**src/rtl/mo_linebuf_sched.sv**
```systemverilog
// -----------------------------------------------------------------------------
// mo_linebuf_sched
//   Per-scanline scheduler for the motion-object line buffers A/B. Each line it
//   walks every MO RAM slot once, fetching the descriptor. For each descriptor
//   that hits the current line, it pulses the render-side address load and then
//   holds the render-side chip select for one pixel burst. On every LINE_STB the
//   buffers swap roles. The display-side buffer is read out and cleared
//   continuously.
//
//   Optional feature: define MO_SLOT_LIMIT_EN to cap the number of matched
//   objects per line at MAX_PER_LINE. When the cap is reached, the rest of the
//   line's slots are skipped.
//
// Ports
//   MCKR      in   master clock (rising edge)
//   RESET_b   in   asynchronous active-low reset
//   LINE_STB  in   1-clk pulse at HBLANK start: swap buffers, restart scan
//   BUFCLR_b  in   low = clear the display-side location being read
//   MOACK     in   MO RAM has the descriptor on its data bus
//   MATCH_b   in   low = current descriptor hits this line (valid in MATCH)
//   MOREQ     out  descriptor fetch request
//   MOADDR    out  slot being fetched
//   PADB      out  0: A renders / B displays; 1: B renders / A displays
//   LDA_b     out  1-clk load of the A address counters
//   LDB_b     out  1-clk load of the B address counters
//   ACS_b     out  A RAM chip select
//   BCS_b     out  B RAM chip select
//   CLRA_b    out  A clear enable
//   CLRB_b    out  B clear enable
//   LINE_DONE out  all slots processed for this line
//   OVERRUN   out  LINE_STB arrived before the scan finished (held one line)
// -----------------------------------------------------------------------------
module mo_linebuf_sched #(
  parameter int NSLOTS       = 64,
  parameter int SLOT_W       = 6,
  parameter int OBJ_PIX      = 16,
  parameter int MAX_PER_LINE = 8
) (
  input  logic              MCKR,
  input  logic              RESET_b,
  input  logic              LINE_STB,
  input  logic              BUFCLR_b,
  input  logic              MOACK,
  input  logic              MATCH_b,
  output logic              MOREQ,
  output logic [SLOT_W-1:0] MOADDR,
  output logic              PADB,
  output logic              LDA_b,
  output logic              LDB_b,
  output logic              ACS_b,
  output logic              BCS_b,
  output logic              CLRA_b,
  output logic              CLRB_b,
  output logic              LINE_DONE,
  output logic              OVERRUN
);

  localparam int PIX_W = $clog2(OBJ_PIX + 1);
  localparam logic [PIX_W-1:0]  PIX_LAST  = PIX_W'(OBJ_PIX - 1);
  localparam logic [SLOT_W-1:0] SLOT_LAST = SLOT_W'(NSLOTS - 1);

  typedef enum logic [2:0] {
    S_IDLE,
    S_FETCH,
    S_MATCH,
    S_LOAD,
    S_WRITE,
    S_NEXT,
    S_DONE
  } state_t;

  state_t            r_state;
  state_t            w_state_nxt;
  logic [SLOT_W-1:0] r_slot;
  logic [SLOT_W-1:0] w_slot_nxt;
  logic [PIX_W-1:0]  r_pix;
  logic [PIX_W-1:0]  w_pix_nxt;
  logic              r_padb;
  logic              r_run;
  logic              r_overrun;
  logic              w_limit_hit;

`ifdef MO_SLOT_LIMIT_EN
  localparam int CNT_W = $clog2(MAX_PER_LINE + 1);
  logic [CNT_W-1:0] r_objcnt;

  // Matched objects this line; counted as each LOAD is issued.
  always_ff @(posedge MCKR or negedge RESET_b) begin
    if (!RESET_b) begin
      r_objcnt <= '0;
    end else if (LINE_STB) begin
      r_objcnt <= '0;
    end else if (r_state == S_LOAD) begin
      r_objcnt <= r_objcnt + 1'b1;
    end
  end

  assign w_limit_hit = (r_objcnt >= CNT_W'(MAX_PER_LINE));
`else
  assign w_limit_hit = 1'b0;
`endif

  always_ff @(posedge MCKR or negedge RESET_b) begin
    if (!RESET_b) begin
      r_state   <= S_IDLE;
      r_slot    <= '0;
      r_pix     <= '0;
      r_padb    <= 1'b0;
      r_run     <= 1'b0;
      r_overrun <= 1'b0;
    end else begin
      r_state <= w_state_nxt;
      r_slot  <= w_slot_nxt;
      r_pix   <= w_pix_nxt;
      if (LINE_STB) begin
        r_padb    <= ~r_padb;
        r_run     <= 1'b1;
        // A strobe that finds the scan still busy means the line was cut short.
        r_overrun <= !((r_state == S_IDLE) || (r_state == S_DONE));
      end
    end
  end

  // LINE_STB overrides everything, including an MOACK in the same clock.
  always_comb begin
    w_state_nxt = r_state;
    w_slot_nxt  = r_slot;
    w_pix_nxt   = r_pix;
    if (LINE_STB) begin
      w_state_nxt = S_FETCH;
      w_slot_nxt  = '0;
      w_pix_nxt   = '0;
    end else begin
      case (r_state)
        S_FETCH: begin
          if (MOACK) w_state_nxt = S_MATCH;
        end
        S_MATCH: begin
          w_state_nxt = MATCH_b ? S_NEXT : S_LOAD;
        end
        S_LOAD: begin
          w_state_nxt = S_WRITE;
          w_pix_nxt   = '0;
        end
        S_WRITE: begin
          if (r_pix == PIX_LAST) begin
            w_state_nxt = S_NEXT;
            w_pix_nxt   = '0;
          end else begin
            w_pix_nxt = r_pix + 1'b1;
          end
        end
        S_NEXT: begin
          // The slot counter stops at the last slot; it never wraps mid-line.
          if ((r_slot == SLOT_LAST) || w_limit_hit) begin
            w_state_nxt = S_DONE;
          end else begin
            w_slot_nxt  = r_slot + 1'b1;
            w_state_nxt = S_FETCH;
          end
        end
        S_IDLE:  w_state_nxt = S_IDLE;
        S_DONE:  w_state_nxt = S_DONE;
        default: w_state_nxt = S_IDLE;
      endcase
    end
  end

  logic w_render_ld;
  logic w_render_cs;

  assign w_render_ld = (r_state == S_LOAD);
  assign w_render_cs = (r_state == S_WRITE);

  // The render side is the buffer selected by PADB (A when 0, B when 1).
  // The other buffer is the display side. Until the first LINE_STB after
  // reset, r_run is 0, so the display side stays quiet.
  assign LDA_b  = ~(w_render_ld & ~r_padb);
  assign LDB_b  = ~(w_render_ld &  r_padb);
  assign ACS_b  = ~((w_render_cs & ~r_padb) | (r_run &  r_padb));
  assign BCS_b  = ~((w_render_cs &  r_padb) | (r_run & ~r_padb));
  assign CLRA_b = (r_run &  r_padb) ? BUFCLR_b : 1'b1;
  assign CLRB_b = (r_run & ~r_padb) ? BUFCLR_b : 1'b1;

  assign MOREQ     = (r_state == S_FETCH);
  assign MOADDR    = r_slot;
  assign PADB      = r_padb;
  assign LINE_DONE = (r_state == S_DONE);
  assign OVERRUN   = r_overrun;

endmodule

```
**config.mk**
```make
export PLATFORM = sky130hd
export DESIGN_NAME = mo_linebuf_sched
export DESIGN_NICKNAME = d
export VERILOG_FILES = /design/src/rtl/mo_linebuf_sched.sv
export SDC_FILE = /design/constraint.sdc
export NUM_CORES = 1
export LEC_CHECK = 0
export CAP_MARGIN = 0
export CORE_ASPECT_RATIO = 1.4
export CORE_MARGIN = 2
export CORE_UTILIZATION = 44
export CTS_CLUSTER_SIZE = 24
export DETAILED_ROUTE_END_ITERATION = 10
export MAX_ROUTING_LAYER = met4
export PLACE_DENSITY_LB_ADDON = 0.2
export SYNTH_ARGS = -nofsm -noshare
export SYNTH_HDL_FRONTEND = slang
export SYNTH_SLANG_ARGS = --single-unit
```
**constraint.sdc**
```tcl
create_clock -name MCKR -period 1.4 [get_ports MCKR]
set_input_delay 0.21 -clock MCKR [delete_from_list [all_inputs] [get_ports MCKR]]
set_output_delay 0.21 -clock MCKR [all_outputs]
set_load 0.02 [all_outputs]
```
==> results.py <==
metrics = {
    "synthesis": {
        "synth_seq_cells": 17,
        "async_flop_share_pct": 100,
        "synth.largest_area_cell": "dfrtp_1",
        "yosys.area_share.adder_pct": 2.46,
        "yosys_most_used_dff": "dfrtp_1",
        "yosys.area_share.xor_xnor_pct": 0.861,
        "synth_compound_area_share_pct": 18.0,
        "synth_area_per_cell_um2": 9.60,
        "synth-simple-area-share_pct": 26.4,
        "syn-instance-count": 106,
        "yosysWarnings": 0,
        "synth.area.mux_share_pct": 5.04,
        "synth_top_family_by_area": "simple AND/OR/NAND/NOR gates",
        "syn-num-nets": 114,
        "syn-cell-area_um2": 1020,
        "yosysTopAreaCellShare_pct": 41.8,
        "ys_types": 43,
        "synth_edf_count": 0,
        "seq_area_frac_synth_pct": 41.8,
        "yosys-top-cells-area": "dfrtp_1 (42%), mux2i_1 (3.9%), nand2b_1 (3.1%)",
    },
    "floorplanning": {
        "coreArea_um2": 2180,
        "die_y_um": 60.9,
        "ios": 22,
        "start_util_pct": 46.7,
        "fp.dieW_um": 44.6,
        "die-area_um2": 2720,
        "rows": 20,
    },
    "outcome": {
        "violations": "setup timing",
        "outcome": "finished, violations left",
    },
    "finish": {
        "seq_area_um2": 428,
        "fin_nets": 159,
        "num_antenna_cells": 0,
        "final_cells": 172,
        "fillers": 170,
        "syn_to_final_growth_pct": 51.7,
        "multi_input_area_um2": 654,
        "drive_gt1_share_pct": 43.3,
    },
    "cts": {
        "clk_path_buf_depth": 2,
        "cts_max_level": 1,
        "postCtsHoldBufs": 0,
        "clk_latency_ns": 0.30,
        "clock-sinks": 17,
        "cts_inserted_buffers": 3,
        "root_buffer": "clkbuf_4",
        "cts_tree": "built",
        "clkTransAtPathRegs_ns": 0.10,
    },
    "worst_setup_path": {
        "regToRegEndpoint": "MOADDR[5]",
        "required_ns": 1.19,
        "ff2ff_path_depth": 5,
        "cpMaxStageDelayCell": "dfrtp_1",
        "crit_chain": "buf_4 -> and3b_2 -> nand2_1 -> buf_2",
        "cp-end-kind": "output pin",
        "path_buf_inv": 2,
        "r2r-start": "r_state[0]",
        "ff2ff_setup_slack_ns": -0.07,
        "start_kind": "register",
        "crit_path_max_incr_delay_ns": 0.39,
        "arrival_ns": 1.31,
        "crit_type": "register to output pin",
        "cp_max_fo": 7,
        "cpLargestDelayFamily": "flip-flops",
    },
    "pwr": {
        "p_leak_uw": 0.000697,
        "finalPower_uw": 1470,
        "cellPowerDensity_nw_per_um2": 952,
        "ir_drop_mv": 0.593,
    },
    "min_path": {
        "hold_path_class": "input pin to async pin",
    },
    "sta": {
        "setup_viol": 12,
        "rsz0062_at_grt": "yes",
        "maxSlewViolCount": 0,
        "setup_ws_ns": -0.122,
        "slew_headroom_pct": 77.7,
        "fin_crit_ns": 1.52,
        "hold_violations": 0,
        "fin_crit_sh_pct": 109,
        "tightestPinTransition_ns": 0.334,
        "tns_ns": -0.763,
        "fin_skew_ns": 0.00610,
        "clock.fmax_mhz": 657,
    },
    "run": {
        "maxCapViolCount": 0,
    },
    "detailed_routing": {
        "ant_nets": 0,
        "routed_wl_um": 2740,
        "drt-initial-drc-count": 20,
        "first_pass_iters": 4,
        "num_vias": 1000,
        "wl_per_cell_um": 15.9,
        "drc": 0,
        "vias_per_cell": 5.81,
    },
    "grt": {
        "met2_usage_pct": 42.4,
        "grt_pass1_vias": 1029,
        "grt_util_met1_pct": 24.3,
        "gr-usage-all-layers_pct": 22.7,
        "antenna_found_initial": 0,
        "met3_usage_pct": 1.79,
        "grt.overflow.total": 0,
        "grt_max_degree": 18,
        "grt_pass1_wl_um": 4410,
        "gr-max-usage-layer": "met2",
    },
    "place": {
        "gp_congestion": 0.915,
        "port_buffers": 21,
        "dp_cells": 166,
        "hpwl_um": 2010,
    },
}
layout by cell type (no fill, tap or decap), types with 2 or more instances in the layout:
| master | instances |
|---|---|
| nand3_1 | 5 |
| dfrtp_2 | 2 |
| inv_1 | 7 |
| mux2i_1 | 4 |
| nand2b_1 | 4 |
| nand2_1 | 5 |
| a21oi_1 | 3 |
| buf_4 | 23 |
| nor2b_1 | 3 |
| buf_6 | 7 |
| nand3b_1 | 2 |
| dfrtp_1 | 15 |
| nor2_1 | 3 |
| a31oi_1 | 3 |
| a21o_1 | 2 |
| dlygate4sd2_1 | 5 |
| o211ai_1 | 2 |
| clkbuf_2 | 2 |
| clkbuf_4 | 3 |
| buf_2 | 3 |
| o21ai_0 | 2 |
| nor3b_2 | 2 |
| o21bai_1 | 2 |
| clkdlybuf4s50_1 | 5 |
| nand2_2 | 2 |
power breakdown:
group	leakage, uW	switching, uW	internal (uW)
Combinational	0.000464	332	315
Sequential	0.000219	22.2	524
Clock	0.0000150	164	111
through the flow:
stage,util (%),hold slack (ns),setup slack [ns],cell area [um2]
after floorplan,-,-0.0856,-0.0282,1030
after global placement,65.0,0.495,-0.401,1420
after detailed placement,65.0,0.513,-0.427,1420
after CTS,69.0,0.239,-0.127,1500
after global routing,70.9,0.258,-0.173,1540
final,70.9,0.229,-0.122,1540
kinds of logic (layout without fill, tap and decap cells):
family | Yosys count | in the layout
and+or+nand+nor | 42 | 42
adders and majority gates | 2 | 2
DFF | 17 | 17
xor gates and xnor gates | 1 | 1
buffers and inverters | 13 | 57
muxes | 5 | 5
AOI/OAI and AO/OA | 26 | 26
Yosys cell counts (all sizes together) (2+ instances only):
cell,count
dfrtp,17
inv,7
nand2,7
nand2b,5
nand3,5
a21oi,4
mux2i,4
nor2,4
a31oi,3
buf,3
clkbuf,3
nand3b,3
nor2b,3
o21ai,3
a211oi,2
a21o,2
and4,2
ha,2
nor3b,2
nor4,2
o211ai,2
o21bai,2
or3,2
state kept, by name, summed over array words and instances, names as in the netlist:
signal / count
OVERRUN: 1
r_pix: 5
PADB: 1
r_state: 3
r_run: 1
MOADDR: 6
metal layers:
| layer | vias up | routed length (um) |
|---|---|---|
| met5 | - | 0 |
| met4 | 0 | 38 |
| met3 | 4 | 77 |
| met2 | 20 | 1560 |
| met1 | 500 | 1060 |
| li1 | 476 | - |
worst max path at each step:
| stage | end | startpoint | depth (start not counted) |
|---|---|---|---|
| 5_1_grt | BCS_b | r_state[2] | 4 |
| 4_1_cts | LDB_b | r_state[2] | 4 |
| 3_5_place_dp | CLRB_b | BUFCLR_b | 3 |
| 3_3_place_gp | CLRB_b | BUFCLR_b | 3 |
| 2_1_floorplan | MOADDR[0] | MOADDR[1] | 4 |
| 6_report | LDB_b | r_state[2] | 4 |
area by class of cell:
class	count	share of cell area, %
inverter	7	1.70
tap	22	1.78
sequential	17	27.7
timing repair buffer	46	24.7
clock buffer	4	1.70
multi-input combinational	76	42.4
timing repair:
action,in CTS,in global routing
setup endpoints to repair,21,21
resized for setup,58,19
setup buffers,2,0
pin swaps,4,7
(Power assumes the default switching activity.)
